<file path="src/rtl/packet_deframer.sv">
// packet_deframer: validates framer output (header/payload/footer), forwards payload only,
// and reports per-packet status with saturating good/bad packet counters.
module packet_deframer #(
  parameter logic [31:0] FOOTER_WORD = 32'hFFFFFFFF,
  parameter int          MAX_WORDS   = 381,
  parameter int          CNT_W       = 16
) (
  input  logic             clock,
  input  logic             resetn,
  input  logic [31:0]      dataIn,
  input  logic             validIn,
  input  logic             lastIn,
  output logic [31:0]      dataOut,
  output logic             validOut,
  output logic             lastOut,
  output logic             stat_valid,
  output logic             stat_ok,
  output logic             stat_err_len,
  output logic             stat_err_footer,
  output logic             stat_err_seq,
  output logic [15:0]      stat_seq,
  output logic [16:0]      stat_len,
  output logic [CNT_W-1:0] good_count,
  output logic [CNT_W-1:0] bad_count
);
  typedef enum logic [1:0] {IDLE, PAYLOAD, FOOTER, DRAIN} state_t;
  state_t state, state_n;
  logic [16:0] rem, rem_n, len_r, len_n, hdr_len, o_ln;
  logic [15:0] seq_r, seq_n, exp_seq, exp_n, o_sq;
  logic e_len, e_foot, e_seq, el_n, ef_n, es_n;
  logic emit, o_len, o_foot, o_seq, o_ok;
  logic [31:0] dout_n;
  logic vout_n, lout_n;
  assign hdr_len = {1'b0, dataIn[15:0]} + 17'd1;
  assign o_ok = !(o_len || o_foot || o_seq);
  always_comb begin
    state_n = state;
    rem_n = rem;
    len_n = len_r;
    seq_n = seq_r;
    exp_n = exp_seq;
    el_n = e_len;
    ef_n = e_foot;
    es_n = e_seq;
    dout_n = dataOut;
    vout_n = 1'b0;
    lout_n = 1'b0;
    emit = 1'b0;
    o_len = e_len;
    o_foot = e_foot;
    o_seq = e_seq;
    o_sq = seq_r;
    o_ln = len_r;
    if (validIn) begin
      case (state)
        IDLE: begin
          if (lastIn) begin
            emit = 1'b1;
            o_len = 1'b1;
            o_foot = 1'b0;
            o_seq = 1'b0;
            o_sq = 16'd0;
            o_ln = 17'd0;
          end else begin
            seq_n = dataIn[31:16];
            len_n = hdr_len;
            rem_n = hdr_len;
            es_n = dataIn[31:16] != exp_seq;
            exp_n = dataIn[31:16] + 16'd1;
            ef_n = 1'b0;
            el_n = hdr_len > 17'(MAX_WORDS);
            state_n = (hdr_len > 17'(MAX_WORDS)) ? DRAIN : PAYLOAD;
          end
        end
        PAYLOAD: begin
          if (lastIn) begin
            emit = 1'b1;
            o_len = 1'b1;
            o_foot = dataIn != FOOTER_WORD;
            state_n = IDLE;
          end else begin
            dout_n = dataIn;
            vout_n = 1'b1;
            lout_n = rem == 17'd1;
            rem_n = rem - 17'd1;
            state_n = (rem == 17'd1) ? FOOTER : PAYLOAD;
          end
        end
        FOOTER: begin
          // a non-last word here means the frame overran its declared length
          emit = lastIn;
          o_foot = dataIn != FOOTER_WORD;
          el_n = !lastIn || e_len;
          state_n = lastIn ? IDLE : DRAIN;
        end
        DRAIN: begin
          emit = lastIn;
          state_n = lastIn ? IDLE : DRAIN;
        end
        default: state_n = IDLE;
      endcase
    end
  end
  always_ff @(posedge clock or negedge resetn) begin
    if (!resetn) begin
      state <= IDLE;
      rem <= '0;
      len_r <= '0;
      seq_r <= '0;
      exp_seq <= '0;
      e_len <= 1'b0;
      e_foot <= 1'b0;
      e_seq <= 1'b0;
      dataOut <= '0;
      validOut <= 1'b0;
      lastOut <= 1'b0;
      stat_valid <= 1'b0;
      stat_ok <= 1'b0;
      stat_err_len <= 1'b0;
      stat_err_footer <= 1'b0;
      stat_err_seq <= 1'b0;
      stat_seq <= '0;
      stat_len <= '0;
      good_count <= '0;
      bad_count <= '0;
    end else begin
      state <= state_n;
      rem <= rem_n;
      len_r <= len_n;
      seq_r <= seq_n;
      exp_seq <= exp_n;
      e_len <= el_n;
      e_foot <= ef_n;
      e_seq <= es_n;
      dataOut <= dout_n;
      validOut <= vout_n;
      lastOut <= lout_n;
      stat_valid <= emit;
      if (emit) begin
        stat_ok <= o_ok;
        stat_err_len <= o_len;
        stat_err_footer <= o_foot;
        stat_err_seq <= o_seq;
        stat_seq <= o_sq;
        stat_len <= o_ln;
        if (o_ok && good_count != '1) good_count <= good_count + 1'b1;
        if (!o_ok && bad_count != '1) bad_count <= bad_count + 1'b1;
      end
    end
  end
endmodule

</file>
<file path="config.mk">
export PLATFORM = sky130hd
export DESIGN_NAME = packet_deframer
export DESIGN_NICKNAME = d
export VERILOG_FILES = /design/src/rtl/packet_deframer.sv
export SDC_FILE = /design/constraint.sdc
export NUM_CORES = 1
export LEC_CHECK = 0
export CAP_MARGIN = 20
export CORE_MARGIN = 5
export CORE_UTILIZATION = 40
export CTS_BUF_LIST = sky130_fd_sc_hd__clkbuf_4
export DETAILED_ROUTE_END_ITERATION = 8
export REMOVE_ABC_BUFFERS = 1
export SLEW_MARGIN = 15
export SYNTH_ARGS = -nofsm -noshare
export SYNTH_HDL_FRONTEND = slang
export SYNTH_SLANG_ARGS = --single-unit
</file>
<file path="constraint.sdc">
create_clock -name clock -period 3.4 [get_ports clock]
set_clock_uncertainty 0.05 [all_clocks]
set_input_delay 0.68 -clock clock [delete_from_list [all_inputs] [get_ports clock]]
set_output_delay 0.68 -clock clock [all_outputs]
set_load 0.02 [all_outputs]
</file>
### Yosys cells after proc, flatten, opt, wreduce, memory -nomap -nowiden

Index checks and enable logic that the tools add are counted.

* bits in registers: 174
* bits of input ports: 36
* output and inout port bits: 104

* reductions and logical operators: 19
* mux-type cells: 35
* $lt $le $gt $ge: 1
* equal/unequal tests: 10
* $add $sub $neg: 5
* bitwise gates (word level): 1

Operators with widths (count)
* $mux 17: 5
* $add 16x1->16 const B: 3
* $mux 16: 3
* $pmux 17 s2: 1
* $ne 16x16->1 const B: 2
* $ne 32x32->1 const B: 1
* $add 16x1->17 const B: 1
* $eq 17x1->1 const B: 1
* $gt 17x9->1 const B: 1
* $mux 1: 17
* $sub 17x1->17 const B: 1
* $ne 16x16->1: 1
* $mux 2: 5
* $reduce_and 3->1: 3
* $pmux 1 s2: 3
* $pmux 2 s3: 1
* $reduce_and 2->1: 3
* $eq 2x2->1 const B: 2
* $ne 2x2->1 const B: 2
* $reduce_and 4->1: 1
* $reduce_bool 2->1: 2
* $reduce_or 2->1: 2
* $logic_or 1x1->1: 3
* $eq 2x1->1 const B: 1
* other kinds (4): 6

### Depth between registers and ports, before layout

* depth after elaboration: 9
* depth in mapped cells: 9

### Least setup slack after synthesis

No wires, ideal clock.

* path type: input port to flip-flop
* start point: input dataIn[11]
* end point: register good_count[1]
* stages on the path: 9
* setup slack: 0.609 ns
* arrival: 2.616 ns
* library setup time: 0.125 ns
* cells stage by stage: clkbuf_1 -> inv_1 -> or4_1 -> buf_2 -> o41ai_4 -> and2_1 -> buf_6 -> nand2_4 -> mux2_4

* longest elaborated chain between the ends: 9

RTL lines
* from (decl): line 10 `input logic [31:0] dataIn,`
* $ne 32x32->1 *: line 79, 92
* $mux 1: line 76 `if (lastIn) begin`
* $pmux 1 s2 *: line 55 `case (state)`
* $mux 1 *: line 54 `if (validIn) begin`
* $logic_or 1x1->1 * (2 in series): line 35 `assign o_ok = !(o_len || o_foot || o_seq);`
* $logic_not 1->1 *: line 35
* $logic_and 1x1->1 *: line 146 `if (o_ok && good_count != '1) good_count <= good_count + 1'b1;`
* $reduce_and 2->1 (no line) *
* to (signal assigned): line 146
* to (decl): line 23 `output logic [CNT_W-1:0] good_count,`

Mark *: on every way between the ends. The rest lies on a longest branch, timed or not.
A chain may end at the register's enable or synchronous reset.

### Final worst setup path

* start point: input dataIn[1]
* end point: register good_count[11]

The elaborated chain is that of the path after synthesis.

==> report_table.html <==
<table>
<tr><th>Metric</th><th>Value</th></tr>
<tr><th colspan="2">Run status</th></tr>
<tr><td>Outcome</td><td>finished, final reports clean</td></tr>
<tr><th colspan="2">Run</th></tr>
<tr><td>Maximum capacitance violations</td><td>0</td></tr>
<tr><th colspan="2">Clocking</th></tr>
<tr><td>Clock slew at reported path FFs</td><td>0.17 ns</td></tr>
<tr><td>Clock tree buffer depth</td><td>2</td></tr>
<tr><td>Clock latency reported for the late side of the worst-skew pair</td><td>0.57 ns</td></tr>
<tr><td>Hold-fix buffers, CTS</td><td>0</td></tr>
<tr><td>Buffer cell driving the clock tree root</td><td>sky130_fd_sc_hd__clkbuf_4</td></tr>
<tr><td># H-tree levels</td><td>4</td></tr>
<tr><td>Clock tree sinks</td><td>174</td></tr>
<tr><td>Setup Fix Bufs, Post-CTS</td><td>0</td></tr>
<tr><td>Post-cts sizing count</td><td>0</td></tr>
<tr><td>TritonCTS buffer count</td><td>17</td></tr>
<tr><td>Clock tree from TritonCTS</td><td>yes</td></tr>
<tr><th colspan="2">Pwr</th></tr>
<tr><td>P_leak</td><td>4.570 nW</td></tr>
<tr><td>Total chip power</td><td>0.007930 W</td></tr>
<tr><td>Worst ir drop on vdd</td><td>0.3145 mV</td></tr>
<tr><td>Pwr/cell area</td><td>746.9 mW/mm²</td></tr>
<tr><th colspan="2">Global route</th></tr>
<tr><td>Met2 track utilization from global routing</td><td>30.28%</td></tr>
<tr><td>Antenna violations before repair</td><td>1</td></tr>
<tr><td>Vias in the first global route</td><td>6661</td></tr>
<tr><td>Pin count of the biggest net entering global routing</td><td>71</td></tr>
<tr><td>Global-route wire length before repair</td><td>35890 µm</td></tr>
<tr><td>Global-route met3 utilization</td><td>3.548%</td></tr>
<tr><td>Global-route layer with the greatest usage</td><td>met2</td></tr>
<tr><td>Met1 layer usage reported by global route</td><td>25.87%</td></tr>
<tr><td>Overall routing resource usage</td><td>18.56%</td></tr>
<tr><td>GR Overflow Total</td><td>0</td></tr>
<tr><th colspan="2">Finish</th></tr>
<tr><td>Synth-to-Final Area Change</td><td>27.02%</td></tr>
<tr><td>Commonest non-fill, non-tap cells in the layout</td><td>sky130_fd_sc_hd__nand2_1, sky130_fd_sc_hd__dfrtp_1, sky130_fd_sc_hd__clkdlybuf4s50_1</td></tr>
<tr><td>Fillcell total</td><td>1960</td></tr>
<tr><td>Utilization of the core after routing</td><td>51.97%</td></tr>
<tr><td>Commonest non-fill, non-tap cell in the layout</td><td>sky130_fd_sc_hd__nand2_1</td></tr>
<tr><td>Post-route cell area</td><td>0.01062 mm²</td></tr>
<tr><td>Final-stage net count</td><td>1091</td></tr>
<tr><td>Fraction of layout instances using a drive strength above 1</td><td>12.87%</td></tr>
<tr><th colspan="2">Timing</th></tr>
<tr><td>Pin slew with the least headroom to its limit</td><td>0.6645 ns</td></tr>
<tr><td>Setup Viol. Count Final</td><td>0</td></tr>
<tr><td>Crit path setup slack, layout</td><td>0.6944 ns</td></tr>
<tr><td>Achievable Freq</td><td>369.6 MHz</td></tr>
<tr><td>Max transition margin</td><td>55.29%</td></tr>
<tr><td>Min cycle time layout</td><td>2.706 ns</td></tr>
<tr><td>Final Cycle Share</td><td>79.58%</td></tr>
<tr><td>Final number of hold-violating endpoints</td><td>0</td></tr>
<tr><td>Number of pins with negative max-slew slack in the final report</td><td>0</td></tr>
<tr><td>Unrepaired setup endpoints after global routing</td><td>no</td></tr>
<tr><th colspan="2">Routing</th></tr>
<tr><td>Detailed-route DRC error count</td><td>0</td></tr>
<tr><td>Detailed Routing Iterations Pass 1</td><td>4</td></tr>
<tr><td>Number of DRC markers after the initial detailed-route iteration</td><td>386</td></tr>
<tr><td>Routed length per instance</td><td>16.30 µm</td></tr>
<tr><td>Per-cell via count in the routed design</td><td>5.062</td></tr>
<tr><td>Total number of vias</td><td>6722</td></tr>
<tr><td>Total wire length</td><td>21650 µm</td></tr>
<tr><td>Count of antenna-violating nets left after detailed routing</td><td>0</td></tr>
<tr><th colspan="2">Worst setup path</th></tr>
<tr><td>Startpoint of the most critical setup path</td><td>dataIn[1]</td></tr>
<tr><td>Critical Path Slowest Stage Cell</td><td>sky130_fd_sc_hd__or4_1</td></tr>
<tr><td>Startpoint kind of the worst setup timing path</td><td>input port</td></tr>
<tr><td>Biggest fanout along the worst timing path</td><td>3</td></tr>
<tr><td>Crit-path max cell delay</td><td>0.56 ns</td></tr>
<tr><td>Startpoint of the lowest-slack register-to-register path</td><td>rem[12]$_DFFE_PN0P_</td></tr>
<tr><td>Reg-to-Reg End</td><td>state[0]$_DFFE_PN0P_</td></tr>
<tr><td>Arr. time, crit path</td><td>3.17 ns</td></tr>
<tr><td>Depth of the worst register-to-register path</td><td>5</td></tr>
<tr><td>Required time of the critical path</td><td>3.87 ns</td></tr>
<tr><td>Worst Setup EP</td><td>good_count[11]$_DFFE_PN0P_</td></tr>
<tr><td>Endpoint class of the critical path</td><td>register</td></tr>
<tr><td>Flop2flop setup slack</td><td>0.87 ns</td></tr>
<tr><td>Startpoint-to-endpoint class of the critical path</td><td>input port to register</td></tr>
<tr><td>Ordered cell list for the critical path</td><td>clkdlybuf4s50_1 -&gt; ha_1 -&gt; nand3_1 -&gt; or4_1 -&gt; o41ai_4 -&gt; buf_4 -&gt; nand4_1 -&gt; nor3_1 -&gt; xnor2_1</td></tr>
<tr><th colspan="2">Synth</th></tr>
<tr><td>Complex-gate fraction of the synthesized area</td><td>10.19%</td></tr>
<tr><td>Number of synthesized flops with an enable pin</td><td>0</td></tr>
<tr><td>Share of synthesized flip-flops with an asynchronous set or reset</td><td>100.0%</td></tr>
<tr><td>Synthesized netlist cell count</td><td>882</td></tr>
<tr><td>Warning count from the yosys run</td><td>0</td></tr>
<tr><td>Synthesized cell area</td><td>0.008359 mm²</td></tr>
<tr><td>Post-synthesis sequential area ratio</td><td>52.09%</td></tr>
<tr><td>Number of distinct library cells after synthesis</td><td>53</td></tr>
<tr><td>Main combinational cell family by area after synthesis</td><td>simple AND/OR/NAND/NOR gates</td></tr>
<tr><td>Share of synthesized cell area in and, or, nand and nor gates</td><td>20.46%</td></tr>
<tr><td>Mux cell area share after synthesis</td><td>4.820%</td></tr>
<tr><td>Synthesized-area fraction occupied by xor and xnor cells</td><td>7.544%</td></tr>
<tr><td>Number of flip-flops and latches in the synthesized netlist</td><td>174</td></tr>
<tr><td>Dominant synthesized flop cell</td><td>sky130_fd_sc_hd__dfrtp_1</td></tr>
<tr><td>Post-Synth Adder-Cell Area</td><td>1.646%</td></tr>
<tr><td>Mean instance size in the synthesized netlist</td><td>9.478 µm²</td></tr>
<tr><th colspan="2">Placement</th></tr>
<tr><td>Post-place instance area</td><td>0.01034 mm²</td></tr>
<tr><td>Setup WS pre-CTS</td><td>0.06102 ns</td></tr>
<tr><td>Detailed placer's ending HPWL</td><td>15510 µm</td></tr>
<tr><td>Global placer's final weighted congestion</td><td>0.8015</td></tr>
<tr><td>Buffers added on ports</td><td>139</td></tr>
<tr><th colspan="2">Hold path</th></tr>
<tr><td>Hold crit path type</td><td>input port to asynchronous set/reset pin</td></tr>
<tr><th colspan="2">Die</th></tr>
<tr><td>I/O pin total</td><td>140</td></tr>
<tr><td>Die extent in y</td><td>154.6 µm</td></tr>
<tr><td>Area enclosed by the die boundary</td><td>0.02389 mm²</td></tr>
<tr><td>Site row count</td><td>52</td></tr>
<tr><td>Area of the core region</td><td>0.02043 mm²</td></tr>
<tr><td>Initial Util</td><td>40.92%</td></tr>
<tr><td>Die width</td><td>154.6 µm</td></tr>
</table>
[where the power goes]
part / total [W] / internal, W / switching [W] / leakage [nW]
clock: 0.00118 / 0.000332 / 0.000847 / 0.150
combinational: 0.00337 / 0.00154 / 0.00182 / 2.22
sequential: 0.00338 / 0.00284 / 0.000540 / 2.20
total: 0.00793 / 0.00472 / 0.00321 / 4.57
[metrics by stage]
step                setup TNS [ns]  hold WS [ns]  std cells
finish                           0       0.03720       1328
global route                     0       0.03994       1328
CTS                              0       0.02406       1327
detailed placement               0        0.4130       1295
global placement                 0        0.4087       1295
floorplan                   -1.623        0.3344        827
[worst min-delay path by stage]
stage | from | end | slack, ns
after global placement | seq_r[3]$_DFFE_PN0P_ | seq_r[3]$_DFFE_PN0P_ | 0.41
after global routing | resetn | stat_seq[4]$_DFFE_PN0P_ | 0.04
after detailed placement | seq_r[11]$_DFFE_PN0P_ | seq_r[11]$_DFFE_PN0P_ | 0.41
final | resetn | stat_seq[4]$_DFFE_PN0P_ | 0.04
after floorplan | resetn | bad_count[0]$_DFFE_PN0P_ | 0.33
after CTS | resetn | stat_seq[4]$_DFFE_PN0P_ | 0.02
[Yosys cell counts, drive strengths merged (16+ instances only)]
library cell	instances	area [µm²]
a21oi	22	110.1
clkbuf	47	176.4
dfrtp	174	4354
mux2	31	352.8
nand2	202	765.7
nand3	34	170.2
nand4	28	181.4
nor2	40	150.1
nor3	20	100.1
o21ai	90	450.4
xnor2	56	490.5
xor2	16	140.1
[registers in the layout (all words and copies together), names as in the netlist, 2 cells and up]
| name | cells |
|---|---|
| dataOut | 32 |
| bad_count | 16 |
| good_count | 16 |
| stat_len | 17 |
| len_r | 17 |
| seq_r | 16 |
| exp_seq | 16 |
| state | 2 |
| rem | 17 |
| stat_seq | 16 |
[metal layers]
metal	vias up	part of all wire (%)
met1	3229	48
met5	-	0
li1	3356	-
met3	13	3.9
met4	0	1.0
met2	124	47
[final cells by class]
class                           count  area, µm²  share of cell area (%)
Sequential cell                   174       4354                   41.01
Multi-Input combinational cell    639       3749                   35.31
Timing Repair Buffer              198       1848                   17.41
Tap cell                          270      337.8                   3.182
Clock inverter                     15      146.4                   1.379
Clock buffer                       17      127.6                   1.202
Inverter                           14      52.55                  0.4949
Antenna cell                        1      2.502                 0.02357
[kinds of logic (layout without fill, tap and decap cells)]
kind of cell	Yosys count	count (layout)
AOI/OAI and AO/OA	147	147
other	0	1
buffers and inverters	69	244
and+or+nand+nor	373	373
xor gates and xnor gates	72	72
adders and majority gates	11	11
muxes	36	36
DFF	174	174
[critical path: cells and delay by family]
| kind | cells | cell delay [ns] |
|---|---|---|
| adder cells (fa/ha/maj) | 1 | 0.17 |
| XOR/XNOR | 1 | 0.16 |
| AND/OR/NAND/NOR | 4 | 1.10 |
| buffers and inverters | 2 | 0.67 |
| AO/OA/AOI/OAI | 1 | 0.39 |
Note: power is estimated with default switching activity, not from simulation.
